**config.mk**
```make
export PLATFORM = sky130hd
export DESIGN_NAME = addsub_result_tx
export DESIGN_NICKNAME = d
export VERILOG_FILES = /design/src/rtl/addsub_result_tx_pkg.sv /design/src/rtl/bcd_adj3.sv /design/src/rtl/addsub_result_tx.sv
export SDC_FILE = /design/constraint.sdc
export NUM_CORES = 1
export LEC_CHECK = 0
export CORE_MARGIN = 2
export CORE_UTILIZATION = 60
export DETAILED_ROUTE_END_ITERATION = 8
export GPL_TIMING_DRIVEN = 0
export PLACE_DENSITY = 0.88
export SYNTH_ARGS = -nofsm -noshare
export SYNTH_HDL_FRONTEND = slang
export SYNTH_HIERARCHICAL = 1
export SYNTH_SLANG_ARGS = --single-unit
export TNS_END_PERCENT = 5
```
**constraint.sdc**
```tcl
create_clock -name clk -period 2.64 [get_ports clk]
set_input_delay 0.528 -clock clk [delete_from_list [all_inputs] [get_ports clk]]
set_output_delay 0.528 -clock clk [all_outputs]
set_load 0.05 [all_outputs]
```
**src/rtl/addsub_result_tx_pkg.sv**
```systemverilog
// Shared types and character constants for the result-to-ASCII transmitter.
// Optional feature macro used by the top: ADDSUB_RESULT_TX_ERR_EN.
package addsub_result_tx_pkg;

    typedef enum logic [1:0] {
        IDLE    = 2'd0,
        CONVERT = 2'd1,
        EMIT    = 2'd2
    } state_t;

    localparam logic [7:0] ASCII_ZERO  = 8'h30;
    localparam logic [7:0] ASCII_MINUS = 8'h2D;
    localparam logic [7:0] ASCII_BANG  = 8'h21;
    localparam logic [7:0] ASCII_LF    = 8'h0A;

endpackage

```
**src/rtl/bcd_adj3.sv**
```systemverilog
// Single BCD nibble correction for shift-add-3 conversion: add 3 when nibble >= 5.
module bcd_adj3 (
    input  logic [3:0] i_nib,
    output logic [3:0] o_nib_c
);

    // Correct the nibble so the following left shift carries into the next decade.
    assign o_nib_c = (i_nib >= 4'd5) ? (i_nib + 4'd3) : i_nib;

endmodule

```
**src/rtl/addsub_result_tx.sv**
```systemverilog
// Streams one WIDTH-bit adder result as ASCII decimal followed by LF.
// Build option: define ADDSUB_RESULT_TX_ERR_EN to add the in_err port and emit
// '!' before LF when the captured overflow flag is set.
module addsub_result_tx
    import addsub_result_tx_pkg::*;
#(
    parameter int unsigned WIDTH  = 5,
    parameter int unsigned DIGITS = 2
) (
    input  logic             clk,
    input  logic             rst_n,
    input  logic             in_valid,
    output logic             in_ready,
    input  logic [WIDTH-1:0] in_value,
    input  logic             in_signed,
`ifdef ADDSUB_RESULT_TX_ERR_EN
    input  logic             in_err,
`endif
    output logic             char_valid,
    input  logic             char_ready,
    output logic [7:0]       char_data,
    output logic             busy
);

    localparam int unsigned BW        = 4 * DIGITS;
    localparam int unsigned CW        = $clog2(WIDTH + 1);
    localparam int unsigned PW        = $clog2(DIGITS + 3);
    // Emit slots: 0 = sign, 1..DIGITS = digits, then bang, then LF.
    localparam int unsigned SLOT_BANG = DIGITS + 1;
    localparam int unsigned SLOT_LF   = DIGITS + 2;

    state_t           r_state;
    logic             r_in_ready;
    logic             r_busy;
    logic             r_char_valid;
    logic [7:0]       r_char_data;
    logic             r_neg;
    logic             r_err;
    logic [WIDTH-1:0] r_mag;
    logic [BW-1:0]    r_bcd;
    logic [CW-1:0]    r_cnt;
    logic [PW-1:0]    r_ptr;

    logic             w_neg;
    logic             w_err_in;
    logic [BW-1:0]    w_adj;
    logic [PW-1:0]    w_first_ptr;
    logic [PW-1:0]    w_next_ptr;
    logic             w_unused_top;

`ifdef ADDSUB_RESULT_TX_ERR_EN
    assign w_err_in = in_err;
`else
    assign w_err_in = 1'b0;
`endif

    assign w_neg = in_signed & in_value[WIDTH-1];

    // Top bit of the corrected BCD is shifted out; it is always zero for legal sizes.
    assign w_unused_top = w_adj[BW-1];

    // One add-3 corrector per decimal digit.
    for (genvar d = 0; d < DIGITS; d++) begin : g_adj
        bcd_adj3 u_adj (
            .i_nib   (r_bcd[4*d +: 4]),
            .o_nib_c (w_adj[4*d +: 4])
        );
    end

    // Choose the first emitted slot and the slot following the current one.
    always_comb begin
        w_first_ptr = r_neg ? PW'(0) : PW'(1);
        w_next_ptr  = r_ptr + PW'(1);
        if ((w_next_ptr == PW'(SLOT_BANG)) && !r_err) begin
            w_next_ptr = PW'(SLOT_LF);
        end
    end

    // ASCII character for an emit slot.
    function automatic logic [7:0] slot_char(input logic [PW-1:0] ptr,
                                             input logic [BW-1:0] bcd);
        logic [7:0] ch;
        ch = ASCII_LF;
        if (ptr == PW'(0)) begin
            ch = ASCII_MINUS;
        end else if (ptr == PW'(SLOT_BANG)) begin
            ch = ASCII_BANG;
        end
        for (int d = 1; d <= int'(DIGITS); d++) begin
            if (ptr == PW'(d)) begin
                ch = ASCII_ZERO + {4'h0, bcd[4*(int'(DIGITS)-d) +: 4]};
            end
        end
        return ch;
    endfunction

    // Control FSM with conversion datapath and registered handshake outputs.
    always_ff @(posedge clk or negedge rst_n) begin
        if (!rst_n) begin
            r_state      <= IDLE;
            r_in_ready   <= 1'b1;
            r_busy       <= 1'b0;
            r_char_valid <= 1'b0;
            r_char_data  <= 8'h00;
            r_neg        <= 1'b0;
            r_err        <= 1'b0;
            r_mag        <= '0;
            r_bcd        <= '0;
            r_cnt        <= '0;
            r_ptr        <= '0;
        end else begin
            case (r_state)
                IDLE: begin
                    if (in_valid && r_in_ready) begin
                        r_neg      <= w_neg;
                        r_err      <= w_err_in;
                        r_mag      <= w_neg ? (~in_value + WIDTH'(1)) : in_value;
                        r_bcd      <= '0;
                        r_cnt      <= '0;
                        r_in_ready <= 1'b0;
                        r_busy     <= 1'b1;
                        r_state    <= CONVERT;
                    end
                end
                CONVERT: begin
                    r_bcd <= {w_adj[BW-2:0], r_mag[WIDTH-1]};
                    r_mag <= {r_mag[WIDTH-2:0], 1'b0};
                    r_cnt <= r_cnt + CW'(1);
                    if (r_cnt == CW'(WIDTH - 1)) begin
                        r_state <= EMIT;
                    end
                end
                EMIT: begin
                    if (!r_char_valid) begin
                        r_char_valid <= 1'b1;
                        r_char_data  <= slot_char(w_first_ptr, r_bcd);
                        r_ptr        <= w_first_ptr;
                    end else if (char_ready) begin
                        if (r_ptr == PW'(SLOT_LF)) begin
                            r_char_valid <= 1'b0;
                            r_in_ready   <= 1'b1;
                            r_busy       <= 1'b0;
                            r_state      <= IDLE;
                        end else begin
                            r_ptr       <= w_next_ptr;
                            r_char_data <= slot_char(w_next_ptr, r_bcd);
                        end
                    end
                end
                default: begin
                    r_state <= IDLE;
                end
            endcase
        end
    end

    assign in_ready   = r_in_ready;
    assign busy       = r_busy;
    assign char_valid = r_char_valid;
    assign char_data  = r_char_data;

endmodule
```
==> flow_metrics.tcl, run 1 <==
set metrics [dict create \
    initial_core_util_pct 61.7 \
    clock_latency_ps 350 \
    critical_path.top_delay_family "buffers and inverters" \
    cp_cell_sequence "clkdlybuf4s50_1" \
    crit_required_ps 2110 \
    drv_cap 0 \
    leakage_nw 0.998 \
    core_area_um2 2980 \
    cts_inserted_buffers 5 \
    synth.avg_cell_area_um2 9.38 \
    hold_buffers 0 \
    route.detailed.drc 0 \
    portBuffers 18 \
    clk_path_buf_depth 2 \
    vias 1562 \
    netlist_area_um2 1840 \
    slew_headroom_pct 54.7 \
    wire_per_inst_um 15.3 \
    path_clk_slew_ps 120 \
    arrival_ps 1710 \
    die_w_um 59.3 \
    place_congestion 0.941 \
    final_util_pct 71.1 \
    period_share_pct 84.8 \
    placed_area_um2 2060 \
    finalClockSkew_ps 13.6 \
    ir_drop_mv 0.267 \
    ant_nets 0 \
    first_pass_iters 4 \
    vias_per_cell 6.10 \
    die_area_um2 3520 \
    die_h_um 59.3 \
    design_area_um2 2120 \
    cts_max_level 2 \
    final-max-slew-violation-count 0 \
    layout-drive-gt1-share_pct 9.42 \
    critPathKind "flop to output port" \
    pwr_density_cell_nw_per_um2 382 \
    cts_root_buffer "clkbuf_4" \
    fin_crit_ps 2240 \
    max_stage_delay_ps 800 \
    cts_sinks 31 \
    hpwl_mm 2.88 \
    netlist_instances 196 \
    drt_iter0_drc 88 \
    rsz0062_at_grt "false" \
    diodes 0 \
    outcome "completed" \
    fp-row-count 20 \
    grt_pass1_wl_mm 6.85 \
    finalNetCount 244 \
    hold_path_class "primary input to async pin" \
    grt_max_degree 32 \
    ys.warnings.count 6 \
    end_kind "output port" \
    wirelength_mm 3.93 \
    worst_pin_slew_ps 679 \
    antenna_found_initial 0 \
    ctsResizeCount 0 \
    dp.cells 248 \
    startpoint_type "flop" \
    finalNonFillerCells 256 \
    cts_tree "yes" \
    crit_buf_inv 1 \
    syn_to_final_growth_pct 15.1 \
    final-hold-violation-count 0 \
    groute.usage.overall_pct 26.3 \
    setup_viol_count_final 0 \
    path_max_fanout 4 \
    io_pins 21 \
    postCtsSetupBuffers 0 \
    max_freq_ghz 0.447 \
    cp_slowest_cell "clkdlybuf4s50_1" \
    grt.overflow.total 0 \
    fin_tns_setup_ps 0 \
    grt_pass1_vias 1633 \
    fillerInstances 234 \
]
metal layers:
layer,GRT usage [%],vias up,share of wire [%]
li1,-,741,-
met1,28.8,780,42
met2,46.2,34,52
met3,7.64,7,4.2
met4,12.7,0,1.6
met5,0,-,0
report_power, final:
part / internal [mW] / leakage, nW / switching, mW
logic: 0.0184 / 0.583 / 0.0257
registers: 0.475 / 0.388 / 0
clock network: 0.101 / 0.0272 / 0.187
total: 0.595 / 0.998 / 0.213
cell usage in the layout, fill, tap and decap left out, types with 3 or more instances in the layout:
| cell | count |
|---|---|
| a21oi_1 | 6 |
| a22o_1 | 9 |
| a31oi_1 | 3 |
| clkbuf_1 | 6 |
| clkbuf_4 | 5 |
| clkdlybuf4s50_1 | 17 |
| dfrtp_1 | 30 |
| ha_1 | 12 |
| inv_1 | 16 |
| mux2i_1 | 3 |
| nand2_1 | 21 |
| nand2b_1 | 7 |
| nor2_1 | 13 |
| nor3_1 | 3 |
| o21ai_0 | 11 |
| o31ai_1 | 3 |
| or2_2 | 3 |
| xnor2_1 | 3 |
| xor2_1 | 5 |
cell type report:
cell class / instances / area (um2) / share of cell area, %
Clock buffer: 5 / 37.5 / 1.77
Timing Repair Buffer: 18 / 175 / 8.28
Clock inverter: 3 / 20.0 / 0.946
Buffer: 9 / 42.5 / 2.01
Sequential cell: 31 / 777 / 36.7
Inverter: 16 / 60.1 / 2.84
Multi-Input combinational cell: 141 / 962 / 45.5
Tap cell: 33 / 41.3 / 1.95
final timing paths:
kind	startpoint	end	slack (ps)	cells after the start
max reg2reg	r_ptr[0]	char_data[1]	650	6
min	rst_n	r_ptr[1]	200	1
max in group asynchronous	rst_n	busy	1990	1
max	in_ready	in_ready	400	1
min reg2reg	r_mag[0]	r_mag[0]	500	2
min in group clk	r_mag[0]	r_mag[0]	500	2
state kept, by name, summed over array words and instances (netlist names):
name / cells
r_bcd: 8
char_data: 6
r_mag: 5
r_cnt: 3
r_ptr: 3
r_state: 2
busy: 1
char_valid: 1
in_ready: 1
r_neg: 1
metrics by stage:
stage | hold WS [ps] | worst slack [ps] | total power [mW]
2_1_floorplan | 232 | 880 | 0.502
3_3_place_gp | 470 | 508 | 0.528
6_report | 197 | 401 | 0.807
3_5_place_dp | 475 | 427 | 0.530
5_1_grt | 252 | 343 | 0.831
4_1_cts | 500 | 390 | 0.811
Power figures use the tool's default switching activity.
==> run 2: changes to the inputs <==
--- a/config.mk
+++ b/config.mk
@@ -6,10 +6,10 @@
 export NUM_CORES = 1
 export LEC_CHECK = 0
 export CORE_MARGIN = 2
-export CORE_UTILIZATION = 60
+export CORE_UTILIZATION = 50
 export DETAILED_ROUTE_END_ITERATION = 8
 export GPL_TIMING_DRIVEN = 0
-export PLACE_DENSITY = 0.88
+export PLACE_DENSITY = 0.79
 export SYNTH_ARGS = -nofsm -noshare
 export SYNTH_HDL_FRONTEND = slang
 export SYNTH_HIERARCHICAL = 1
==> constraint.sdc (replaced) <==
create_clock -name clk -period 2.05 [get_ports clk]
set_input_delay 0.41 -clock clk [delete_from_list [all_inputs] [get_ports clk]]
set_output_delay 0.41 -clock clk [all_outputs]
set_load 0.05 [all_outputs]
==> flow_metrics.tcl, run 2 (synthesized netlist as in run 1, its figures left out) <==
set metrics [dict create \
    outcome "completed" \
    die_area_um2 4180 \
    startpoint_type "flop" \
    largest_register_ffs 8 \
    portBuffers 18 \
    path_clk_slew_ps 70 \
    antenna_found_initial 0 \
    final_cell_mix "dfrtp_1 (30), nand2_1 (21), inv_1 (16), clkdlybuf4s50_1 (16), nor2_1 (13)" \
    setup_ws_ps 67.2 \
    final-hold-violation-count 0 \
    vias_per_cell 5.61 \
    grt.overflow.total 0 \
    drt_iter0_drc 157 \
    die_h_um 64.6 \
    clk_path_buf_depth 2 \
    r2r_start "r_ptr[0]" \
    ant_nets 0 \
    cts_sinks 31 \
    route.detailed.drc 0 \
    fin_tns_setup_ps 0 \
    crit_end "char_data[1]" \
    grt_max_degree 32 \
    grt_pass1_wl_mm 6.53 \
    crit_required_ps 2220 \
    drv_cap 0 \
    leakage_nw 1.03 \
    cts_max_level 2 \
    arrival_ps 2150 \
    clock_latency_ps 290 \
    design_area_um2 2160 \
    layout-drive-gt1-share_pct 8.07 \
    place_congestion 0.869 \
    cts_inserted_buffers 5 \
    startpoint "r_ptr[0]" \
    worstRegToRegCells 6 \
    syn_to_final_growth_pct 17.5 \
    worst-r2r-setup-slack_ps 70 \
    fin_crit_ps 1980 \
    final-max-slew-violation-count 0 \
    dp.cells 263 \
    finalClockSkew_ps 6.88 \
    pwr_density_cell_nw_per_um2 523 \
    fp-row-count 22 \
    postCtsSetupBuffers 0 \
    rsz0062_at_grt "false" \
    path_max_fanout 6 \
    die_w_um 64.6 \
    cts_tree "yes" \
    rr_endpoint "char_data[1]" \
    mostFrequentLayoutCell "dfrtp_1" \
    diodes 0 \
    hold_buffers 0 \
    period_share_pct 96.7 \
    end_kind "flop" \
    cts_root_buffer "clkbuf_8" \
    worst_pin_slew_ps 678 \
    wire_per_inst_um 13.5 \
    fillerInstances 318 \
    wirelength_mm 3.65 \
    vias 1521 \
    groute.usage.overall_pct 20.2 \
    finalNetCount 244 \
    critPathKind "flop to flop" \
    hpwl_mm 2.66 \
    setup_viol_count_final 0 \
    max_freq_ghz 0.504 \
    ir_drop_mv 0.377 \
    hold_path_class "primary input to async pin" \
    regArea_um2 777 \
    first_pass_iters 4 \
    ctsResizeCount 0 \
    grt_pass1_vias 1485 \
    final_util_pct 59.9 \
    initial_core_util_pct 51.0 \
    io_pins 21 \
    placed_area_um2 2080 \
    dp_worst_setup_slack_ps -15.7 \
    multi_input_area_um2 962 \
    core_area_um2 3610 \
    slew_headroom_pct 54.8 \
    largest-register "r_bcd" \
    finalNonFillerCells 271 \
]
[run 2: how the worst min path moves through the flow]
stage / from / to / cells after the start
6_report: rst_n / r_ptr[0] / 1
5_1_grt: rst_n / char_data[2] / 1
4_1_cts: char_data[2] / char_data[2] / 2
3_5_place_dp: char_data[2] / char_data[2] / 2
3_3_place_gp: char_data[2] / char_data[2] / 2
2_1_floorplan: rst_n / busy / 0
[run 2: power by group]
part / internal, mW / switching (mW)
Clock: 0.241 / 0.222
Combinational: 0.0237 / 0.0324
Sequential: 0.612 / 0
Total: 0.876 / 0.254
[run 2: layer usage]
metal / routed length (um) / part of all wire (%) / vias to the layer above / GRT usage (%)
met5: 0 / 0 / - / 0
met2: 1750 / 48 / 32 / 35.0
met3: 130 / 3.6 / 2 / 5.73
li1: - / - / 746 / -
met4: 33 / 0.91 / 0 / 5.59
met1: 1730 / 47 / 741 / 24.7
[run 2: cell type report]
type                       instances  share of cell area [%]
inverter                          16                    2.78
timing repair buffer              18                    8.23
tap                               48                    2.78
buffer                             9                    1.97
multi-input combinational        141                    44.6
sequential                        31                    36.0
clock buffer                       8                    3.71
[run 2: critical path: stages, from the launching register on]
cell	delay, ps
dfrtp_1	450
inv_1	140
ha_1	250
a21bo_2	230
a21o_1	270
a41o_1	240
o32a_1	280
[run 2: stage by stage]
step | hold WS, ps | power, mW
after floorplan | 114 | 0.646
after global placement | 462 | 0.680
after detailed placement | 476 | 0.681
after CTS | 490 | 1.14
after global routing | 214 | 1.18
final | 157 | 1.13
